## src/rtl/bt_cmd_decoder.sv

```systemverilog
// Bluetooth command decoder: turns validated UART bytes '0'..'6' into a registered
// one-hot motion command and manual/auto mode, with a manual-mode link watchdog.
module bt_cmd_decoder #(
  parameter int CLK_HZ     = 125_000_000,
  parameter int TIMEOUT_MS = 500
) (
  input  logic       clk,
  input  logic       reset_p,
  input  logic [7:0] rx_data,
  input  logic       rx_valid,
  input  logic       rx_frame_err,
  output logic [4:0] motion,
  output logic       auto_mode,
  output logic       cmd_strobe,
  output logic       timeout,
  output logic [7:0] reject_cnt
);

  localparam int TIMEOUT_CYC = (CLK_HZ / 1000) * TIMEOUT_MS;
  localparam int TW          = $clog2(TIMEOUT_CYC + 1);
  localparam logic [TW-1:0] WD_LAST = TW'(TIMEOUT_CYC - 1);

  localparam logic [4:0] MOT_FWD  = 5'b00001;
  localparam logic [4:0] MOT_STOP = 5'b10000;

  localparam logic [7:0] CH_STOP   = 8'h34;
  localparam logic [7:0] CH_MANUAL = 8'h35;
  localparam logic [7:0] CH_AUTO   = 8'h36;
  localparam logic [7:0] CH_CR     = 8'h0D;
  localparam logic [7:0] CH_LF     = 8'h0A;

  typedef enum logic {
    MODE_MANUAL = 1'b0,
    MODE_AUTO   = 1'b1
  } mode_e;

  mode_e         mode_q,    mode_d;
  logic [4:0]    motion_q,  motion_d;
  logic          strobe_q,  strobe_d;
  logic          timeout_q, timeout_d;
  logic [7:0]    rej_q,     rej_d;
  logic [TW-1:0] wd_q,      wd_d;

  logic byte_ok;
  logic is_move;
  logic is_stop;
  logic is_manual;
  logic is_auto;
  logic is_eol;
  logic is_known;
  logic accept;
  logic reject;
  logic moving;
  logic wd_expire;

  // A frame error poisons the byte even if rx_valid is also high.
  assign byte_ok   = rx_valid & ~rx_frame_err;
  assign is_move   = (rx_data[7:2] == 6'b001100);
  assign is_stop   = (rx_data == CH_STOP);
  assign is_manual = (rx_data == CH_MANUAL);
  assign is_auto   = (rx_data == CH_AUTO);
  assign is_eol    = (rx_data == CH_CR) | (rx_data == CH_LF);
  assign is_known  = is_move | is_stop | is_manual | is_auto | is_eol;

  assign accept = byte_ok &
                  ((is_move & (mode_q == MODE_MANUAL)) | is_stop | is_manual | is_auto);
  assign reject = rx_frame_err |
                  (byte_ok & ((is_move & (mode_q == MODE_AUTO)) | ~is_known));

  assign moving    = (mode_q == MODE_MANUAL) && (motion_q != MOT_STOP);
  // An accepted command on the expiry cycle takes precedence over the watchdog.
  assign wd_expire = moving && (wd_q == WD_LAST) && !accept;

  always_ff @(posedge clk) begin
    if (reset_p) begin
      mode_q    <= MODE_MANUAL;
      motion_q  <= MOT_STOP;
      strobe_q  <= 1'b0;
      timeout_q <= 1'b0;
      rej_q     <= 8'd0;
      wd_q      <= '0;
    end else begin
      mode_q    <= mode_d;
      motion_q  <= motion_d;
      strobe_q  <= strobe_d;
      timeout_q <= timeout_d;
      rej_q     <= rej_d;
      wd_q      <= wd_d;
    end
  end

  always_comb begin
    mode_d    = mode_q;
    motion_d  = motion_q;
    strobe_d  = accept;
    timeout_d = 1'b0;
    rej_d     = rej_q;
    wd_d      = '0;

    if (reject && (rej_q != 8'hFF)) begin
      rej_d = rej_q + 8'd1;
    end

    if (accept) begin
      if (is_move) begin
        motion_d = MOT_FWD << rx_data[1:0];
      end else if (is_stop) begin
        motion_d = MOT_STOP;
      end else if (is_manual) begin
        mode_d = MODE_MANUAL;
      end else begin
        mode_d   = MODE_AUTO;
        motion_d = MOT_STOP;
      end
    end else if (wd_expire) begin
      motion_d  = MOT_STOP;
      timeout_d = 1'b1;
    end else if (moving) begin
      wd_d = wd_q + TW'(1);
    end
  end

  assign motion     = motion_q;
  assign auto_mode  = (mode_q == MODE_AUTO);
  assign cmd_strobe = strobe_q;
  assign timeout    = timeout_q;
  assign reject_cnt = rej_q;

endmodule

```

## config.mk

```make
export PLATFORM = sky130hd
export DESIGN_NAME = bt_cmd_decoder
export DESIGN_NICKNAME = d
export VERILOG_FILES = /design/src/rtl/bt_cmd_decoder.sv
export SDC_FILE = /design/constraint.sdc
export NUM_CORES = 1
export LEC_CHECK = 0
export CAP_MARGIN = 20
export CORE_UTILIZATION = 30
export CTS_BUF_LIST = sky130_fd_sc_hd__clkbuf_8
export DETAILED_ROUTE_END_ITERATION = 8
export MAX_ROUTING_LAYER = met4
export PLACE_DENSITY = 0.61
export SYNTH_ARGS = -nofsm -noshare
export SYNTH_HDL_FRONTEND = slang
export SYNTH_SLANG_ARGS = --single-unit
export TNS_END_PERCENT = 20
```

## constraint.sdc

```tcl
create_clock -name clk -period 5.4 [get_ports clk]
set_input_delay 1.62 -clock clk [delete_from_list [all_inputs] [get_ports clk]]
set_output_delay 1.62 -clock clk [all_outputs]
set_load 0.02 [all_outputs]
```

==> results of run 1 <==
==> layer usage <==
metal,GRT usage (%),vias up,routed length [um]
met2,19.70,24,1854
li1,-,915,-
met4,4.091,0,48
met1,15.18,809,2106
met3,2.857,5,130
met5,-,-,0
==> Yosys cell counts, types with 2 or more instances <==
| cell | instances |
|---|---|
| sky130_fd_sc_hd__nor4_2 | 2 |
| sky130_fd_sc_hd__inv_1 | 6 |
| sky130_fd_sc_hd__nand2b_1 | 4 |
| sky130_fd_sc_hd__and4_1 | 3 |
| sky130_fd_sc_hd__nor2_2 | 2 |
| sky130_fd_sc_hd__nor4_1 | 2 |
| sky130_fd_sc_hd__nor3b_1 | 3 |
| sky130_fd_sc_hd__nand2_1 | 19 |
| sky130_fd_sc_hd__a21oi_1 | 5 |
| sky130_fd_sc_hd__o21a_1 | 3 |
| sky130_fd_sc_hd__o21ai_0 | 3 |
| sky130_fd_sc_hd__nor3_1 | 7 |
| sky130_fd_sc_hd__o211ai_2 | 2 |
| sky130_fd_sc_hd__nand3_1 | 13 |
| sky130_fd_sc_hd__nand4_1 | 12 |
| sky130_fd_sc_hd__buf_6 | 2 |
| sky130_fd_sc_hd__o41ai_1 | 2 |
| sky130_fd_sc_hd__nor2_1 | 39 |
| sky130_fd_sc_hd__nand3_2 | 2 |
| sky130_fd_sc_hd__mux2_1 | 3 |
| sky130_fd_sc_hd__nor3_2 | 4 |
| sky130_fd_sc_hd__or3_1 | 3 |
| sky130_fd_sc_hd__xor2_1 | 12 |
| sky130_fd_sc_hd__o22ai_1 | 2 |
| sky130_fd_sc_hd__or4_1 | 4 |
| sky130_fd_sc_hd__and4bb_1 | 2 |
| sky130_fd_sc_hd__and3_1 | 2 |
| sky130_fd_sc_hd__xnor2_1 | 11 |
| sky130_fd_sc_hd__ha_1 | 2 |
| sky130_fd_sc_hd__nor2b_1 | 3 |
| sky130_fd_sc_hd__dfxtp_1 | 42 |
| sky130_fd_sc_hd__o31ai_1 | 2 |
| sky130_fd_sc_hd__buf_2 | 5 |
==> final cells by class <==
type	instances	area, um^2	share of cell area [%]
inverters	6	22.52	0.8806
repair buffers	27	270.3	10.57
clock inverters	3	21.27	0.8317
clock buffers	5	68.82	2.691
multi-input cells	188	1214	47.46
well taps	96	120.1	4.697
flip-flops and latches	42	840.8	32.88
==> worst reg2reg max path, cell delays in order, from the launching register on <==
cell                       delay (ns)
sky130_fd_sc_hd__dfxtp_1         0.35
sky130_fd_sc_hd__or4b_1          0.55
sky130_fd_sc_hd__nor3_2          0.15
sky130_fd_sc_hd__nand4_1         0.19
sky130_fd_sc_hd__nand2b_1        0.61
sky130_fd_sc_hd__nor2_1          0.13
==> final timing paths <==
path	endpoint	slack, ns
max	wd_q[5]	1.86
min	wd_q[0]	0.47
max reg2reg	wd_q[5]	3.27
min reg2reg	wd_q[0]	0.47
==> stage by stage <==
step | cell area [um^2] | util (%) | setup WS, ns | power (mW)
3_5_place_dp | 2467 | 36.12 | 1.474 | 0.3554
6_report | 2557 | 37.44 | 1.857 | 0.5497
4_1_cts | 2557 | 37.44 | 1.790 | 0.5588
2_1_floorplan | 2128 | - | 2.471 | 0.3377
5_1_grt | 2557 | 37.44 | 1.643 | 0.5759
3_3_place_gp | 2467 | 36.12 | 1.579 | 0.3549
==> report_power, final <==
part	switching, mW	internal [mW]	leakage (nW)	total [mW]
Clock	0.111	0.0908	0.0441	0.201
Combinational	0.0168	0.0164	0.381	0.0332
Sequential	0.00361	0.311	0.339	0.315
Total	0.131	0.419	0.763	0.550
==> registers in the layout, indices dropped and copies added, names as in the netlist <==
| name | count |
|---|---|
| auto_mode | 1 |
| reject_cnt | 8 |
| motion | 5 |
| cmd_strobe | 1 |
| timeout | 1 |
| wd_q | 26 |
==> logic make-up after synthesis <==
logic type	share of synthesized area, %
adders and majority gates	1.176
xor gates and xnor gates	9.465
buffers and inverters	3.468
muxes	1.587
DFF	39.51
AOI/OAI and AO/OA	8.465
and+or+nand+nor	36.33
==> out/summary.md, run 1 <==
The tools report the arrival time of data at the critical path endpoint as 3.69 ns. The slowest stage of the critical path belongs to the cell sky130_fd_sc_hd__nand2b_1. In the synthesized netlist, the number of instances is 244.

The run gives 0 as the final number of setup-violating endpoints. Leaving out fill and tap cells, the most frequent cells in the layout are sky130_fd_sc_hd__dfxtp_1 (42), sky130_fd_sc_hd__nor2_1 (39), sky130_fd_sc_hd__clkdlybuf4s50_1 (27), sky130_fd_sc_hd__nand2_1 (19), sky130_fd_sc_hd__nand3_1 (13). Entering global routing, the biggest net connects 22 pins.

The number of global-route vias before repair was 1615. The flow ran to the end, and the final reports show no timing, DRC or antenna violations. Number of placement rows: 30. The number of primary I/O pins was 28; the post-CTS setup repair buffer count was 0. The first global-routing pass estimated 7100 um of wire. The total routing resource utilization after global routing is 12.27%. The clock latency of the later-clocked register in the worst-skew pair is 0.30 ns.

The mean post-synth cell area came out at 8.723 um^2. The number of max-slew violations in the final report is 0, and the sequential share of the synthesized area is 39.51%. The clock-pin slew on the worst setup and hold paths came out at 0.07 ns. Critical path's largest stage delay: 0.67 ns.

The tools report the routed wire length as 4140 um. The worst hold path begins at wd_q[0]. TritonCTS built the clock tree. The signed area change from the synthesized netlist to the final layout was 20.16%.

Leakage power figure: 0.7634 nW. Buffers inserted during clock tree synthesis total 5. The number of antenna violations at the first check in global routing came out at 0. The synthesized design contains 42 register bits. Measured in cells, the most critical reg-to-reg path has a length of 5. Type of origin of the critical path: an input pin. Along the worst path, the maximum fanout reaches 21. The async set-or-reset flop fraction in the synthesized netlist works out to 0%. Yosys printed 0 warnings. The number of violations of the max-capacitance limit was 0. The DRC marker count from the first detailed-route iteration was 75. Yosys mapped a number of flops with a built-in enable equal to 0. The final sum of negative setup slack is 0 ns, and the count of input and output buffers is 27. After detailed routing, the average wire length per cell comes to 11.28 um. The diode insertion count for antenna repair came out at 0. The total overflow left after global routing is 0. Clock root buffer master: sky130_fd_sc_hd__clkbuf_8. The min-delay analysis places its worst path in the category register to register. The tightest hold path in the finished design has a slack of 0.4665 ns. The critical path goes through clkdlybuf4s50_1 > and4bb_1 > nand4_4 > o211ai_2 > nand2b_1 > nor2_1.

For this run, the post-layout net count is 284. The count of cells in the finished layout, fillers not included, comes to 367. The clock skew after layout is 0.01344 ns, and the cell area power density is 214.9 nW/um^2. Number of H-tree levels: 2.

The number of clock sinks is 42. In the post-synthesis netlist, the biggest area contributors are sky130_fd_sc_hd__dfxtp_1 (40%), sky130_fd_sc_hd__nor2_1 (6.9%), sky130_fd_sc_hd__xor2_1 (4.9%). Number of nets still failing antenna checks after routing: 0. The most common cell after layout, fill and taps aside was sky130_fd_sc_hd__dfxtp_1.

The worst path in the final design needs a cycle of 3.543 ns, including I/O delays and setup. The run gives 0 as the remaining design rule violation count. The setup path with the least slack is of type input pin to register.

In this run the standard cell core region covers 6832 um^2. The routed layout has 1753 vias. For the pin with the worst max-slew slack, the measured transition is 0.7828 ns. On the critical path the largest part of the delay comes from simple AND/OR/NAND/NOR gates. The number of cells on the critical path is 6, and the total half-perimeter wirelength after legalization and detailed placement is 3018 um. Post-synthesis cell type count: 49.

Once the floorplan was initialized, standard cells occupied 31.15% of the core. The worst register-to-register path begins at wd_q[14]. The share of post-route cells with drive strength above 1 works out to 8.856%.

In this run the vertical extent of the chip is 86.23 um. The die covers 7435 um^2. The number of cells upsized or downsized after cts was 0. Setup repair after global routing left no endpoint under its margin. The cell accounting for the most synthesized area was sky130_fd_sc_hd__dfxtp_1. After filler insertion, the fill cell instance count of the layout stands at 729. The synthesized design devotes to its leading area cell type 39.51% of total area. The worst setup path is captured at a register. Headroom to the max-slew limit came out at 47.81%.

Number of buffers and inverters on the critical path: 1. The leading register cell type out of synthesis was sky130_fd_sc_hd__dfxtp_1. The cell area that synthesis handed to floorplanning was 2128 um^2.

The critical path startpoint is rx_frame_err. At the worst endpoint, the required time is 5.54 ns. Dividing the final minimum period by the clock period gives 65.62%. The largest buffer count on any clock path is 2, and the average vias per placed instance is 4.777. VDD sags by at most 77.70 uV.

The worst hold path depth was 1; the die outline width was 86.23 um. Static timing analysis puts the maximum clock frequency at 0.2822 GHz. After detailed placement, the design holds a cell count of 359.

The number of hold buffers added after CTS came out at 0. The number of nets produced by synthesis came out at 258. The logs give 0 for the final-report hold violation count and 4 for the number of iterations in the first detailed-routing pass.

Routability-driven placement finished with a final weighted congestion of 0.7391.
Note: power is estimated with default switching activity, not from simulation.
==> run 2: changes to the inputs <==
==> constraint.sdc (replaced) <==
create_clock -name clk -period 3.4 [get_ports clk]
set_input_delay 1.02 -clock clk [delete_from_list [all_inputs] [get_ports clk]]
set_output_delay 1.02 -clock clk [all_outputs]
set_load 0.02 [all_outputs]
==> run 2 against run 1 <==
  * Design area is 0.44% higher
  * Core utilization increased by 0.16 points
  * First-iteration DRC count fell by 2.7%
  * Global-route usage is 0.75 points higher
==> out/summary.md, run 2 (same netlist as run 1, synthesis figures left out) <==
The flow ran to the end, and the final reports show no timing, DRC or antenna violations. The logs give 22 for the maximum number of pins on one net before global-route repair and 0.7775 nW for the leakage power figure. The count of buffers added on input and output ports is 27. The remaining design rule violation count is 0, and the number of vias after detailed routing is 1763.

0 antenna diodes ended up in the layout. Family of cells with the greatest summed delay on the critical path: buffers and inverters. In the final routed layout, each cell accounts on average for 11.73 um. Across the run, the number of max-cap violations was 0. The signal on the critical path passes through clkdlybuf4s50_1 > and3b_1 > o211ai_2 > o21ai_2 > nor4_2 > mux2_1.

The clock root buffer master was sky130_fd_sc_hd__clkbuf_8. The finished layout holds 369 standard cells, fillers aside. The cell area power density works out to 333.8 nW/um^2. TritonCTS built the clock tree.

The run gives 287 as the number of nets in the layout. The register with the most flip-flops was wd_q. Area of the die: 7435 um^2. In this run, the number of DRC markers left after iteration 0 of detailed routing was 73.

The clock net in this run drives a total of 42 sinks. The routed design has 4328 um of wire. In this run, placement finished with an instance count of 362. The tools report the number of global-route vias before repair as 1706. After layout, the minimum clock period comes to 2.673 ns. The number of buffers and inverters on the critical path is 1. The number of H-tree levels was 2; the number of primary I/O pins was 28.

The clock latency of the later-clocked register in the worst-skew pair is 0.29 ns, and the largest fanout on the critical path is 13. Fmax: 0.3741 GHz. The die is 86.23 um tall. The arrival time of data at the critical path endpoint was 2.86 ns; the critical path's largest stage delay was 0.59 ns. The register with the most flip-flops in the layout has 26 of them. At the worst endpoint, the required time is 3.58 ns.

For the total routing resource utilization after global routing, the log shows 13.01%. The logs give 0.01058 ns for the clock skew after layout and 0 for the global route total overflow. In this run the horizontal extent of the chip is 86.23 um. Using the TritonRoute via totals, the vias-per-cell ratio works out to 4.778. The final-report hold violation count is 0, and the max-slew headroom at the worst pin is 65.98%.

The number of gates resized after CTS was 0. Setup repair after global routing left no endpoint under its margin. The signed area change from the synthesized netlist to the final layout came out at 20.69%. The final weighted congestion of routability-driven global placement is 0.7893, and the post-CTS setup repair buffer count is 0.

The run gives 0 as the number of antenna violations at the first check in global routing. By startpoint and endpoint, the worst setup path is classified as input pin to register. The number of iterations in the first detailed-routing pass was 4; the maximum resistive drop on vdd was 157.6 uV. The run gives 0 as the number of hold buffers added after CTS. The worst hold path class was register to register. Setup violations remaining at the end of the flow were counted as 0.

Share of post-route cells with drive strength above 1: 9.524%. The most common cell after layout, fill and taps aside was sky130_fd_sc_hd__dfxtp_1. For the pin with the worst max-slew slack, the measured transition is 0.5102 ns. The type of origin of the critical path was an input pin.

Number of placement rows: 30. STA classifies the critical path endpoint as a register. The longest clock path from root to sink contains 2 buffers.

The number of nets still failing antenna checks after routing came out at 0. The first global-routing pass estimated 7541 um of wire. Counting the buffers created by CTS gives 5.

The total half-perimeter wirelength after legalization and detailed placement is 3162 um, and the portion of the clock cycle consumed by the worst path in the final layout is 78.63%. The slowest stage of the critical path is the sky130_fd_sc_hd__clkdlybuf4s50_1 cell. After clock tree synthesis, the clock-pin slew on the worst setup and hold paths is 0.08 ns.

The final sum of negative setup slack was 0 ns; the placeable core area was 6832 um^2. The tools report the initial core utilization as 31.15%. The library cells used most frequently in the layout, excluding fill and tap cells, are sky130_fd_sc_hd__dfxtp_1 (42), sky130_fd_sc_hd__nor2_1 (39), sky130_fd_sc_hd__clkdlybuf4s50_1 (27), sky130_fd_sc_hd__nand2_1 (19), sky130_fd_sc_hd__nand3_1 (13). For the number of max-slew violations in the final report, the log shows 0.
## run 2: cell count changes in the layout (fill, tap and decap cells not counted), sizes merged
cell      delta
clkinvlp     -1
buf          +3
## run 2: per-layer routing
layer	vias up	global-route usage (%)	part of all wire, %	wire length [um]
li1	923	-	-	-
met1	815	15.52	50	2177
met2	19	21.00	45	1948
met3	6	3.238	3.2	137
met4	0	5.303	1.5	65
met5	-	-	0	0
## run 2: cell type report
class	count	area [um^2]
fill	734	4263
multi-input combinational	188	1214
sequential	42	840.8
timing repair buffer	30	292.8
tap	96	120.1
clock buffer	5	68.82
inverter	6	22.52
clock inverter	2	10.01
## run 2: final timing paths
path / start / endpoint / slack [ns] / cells after the start
setup / recovery: rx_data[1] / reject_cnt[4] / 0.73 / 6
hold / removal: wd_q[0] / wd_q[0] / 0.46 / 1
setup reg to reg: wd_q[12] / wd_q[10] / 1.65 / 6
hold reg to reg: wd_q[0] / wd_q[0] / 0.46 / 1
## run 2: metrics by stage
stage | setup WS, ns | power, mW | instance area, um^2 | utilization (%) | hold slack (ns)
final | 0.7266 | 0.8575 | 2569 | 37.60 | 0.4628
after CTS | 0.7343 | 0.8682 | 2569 | 37.60 | 0.4669
after detailed placement | 0.4246 | 0.5662 | 2490 | 36.45 | 0.4504
after global routing | 0.6227 | 0.8996 | 2569 | 37.60 | 0.4989
after global placement | 0.4563 | 0.5651 | 2490 | 36.45 | 0.4468
after floorplan | 1.071 | 0.5364 | 2128 | - | 0.4299
## run 2: where the power goes
| part | switching (mW) | internal, mW | total [mW] |
|---|---|---|---|
| Clock | 0.164 | 0.138 | 0.302 |
| Combinational | 0.0275 | 0.0270 | 0.0545 |
| Sequential | 0.00603 | 0.495 | 0.501 |
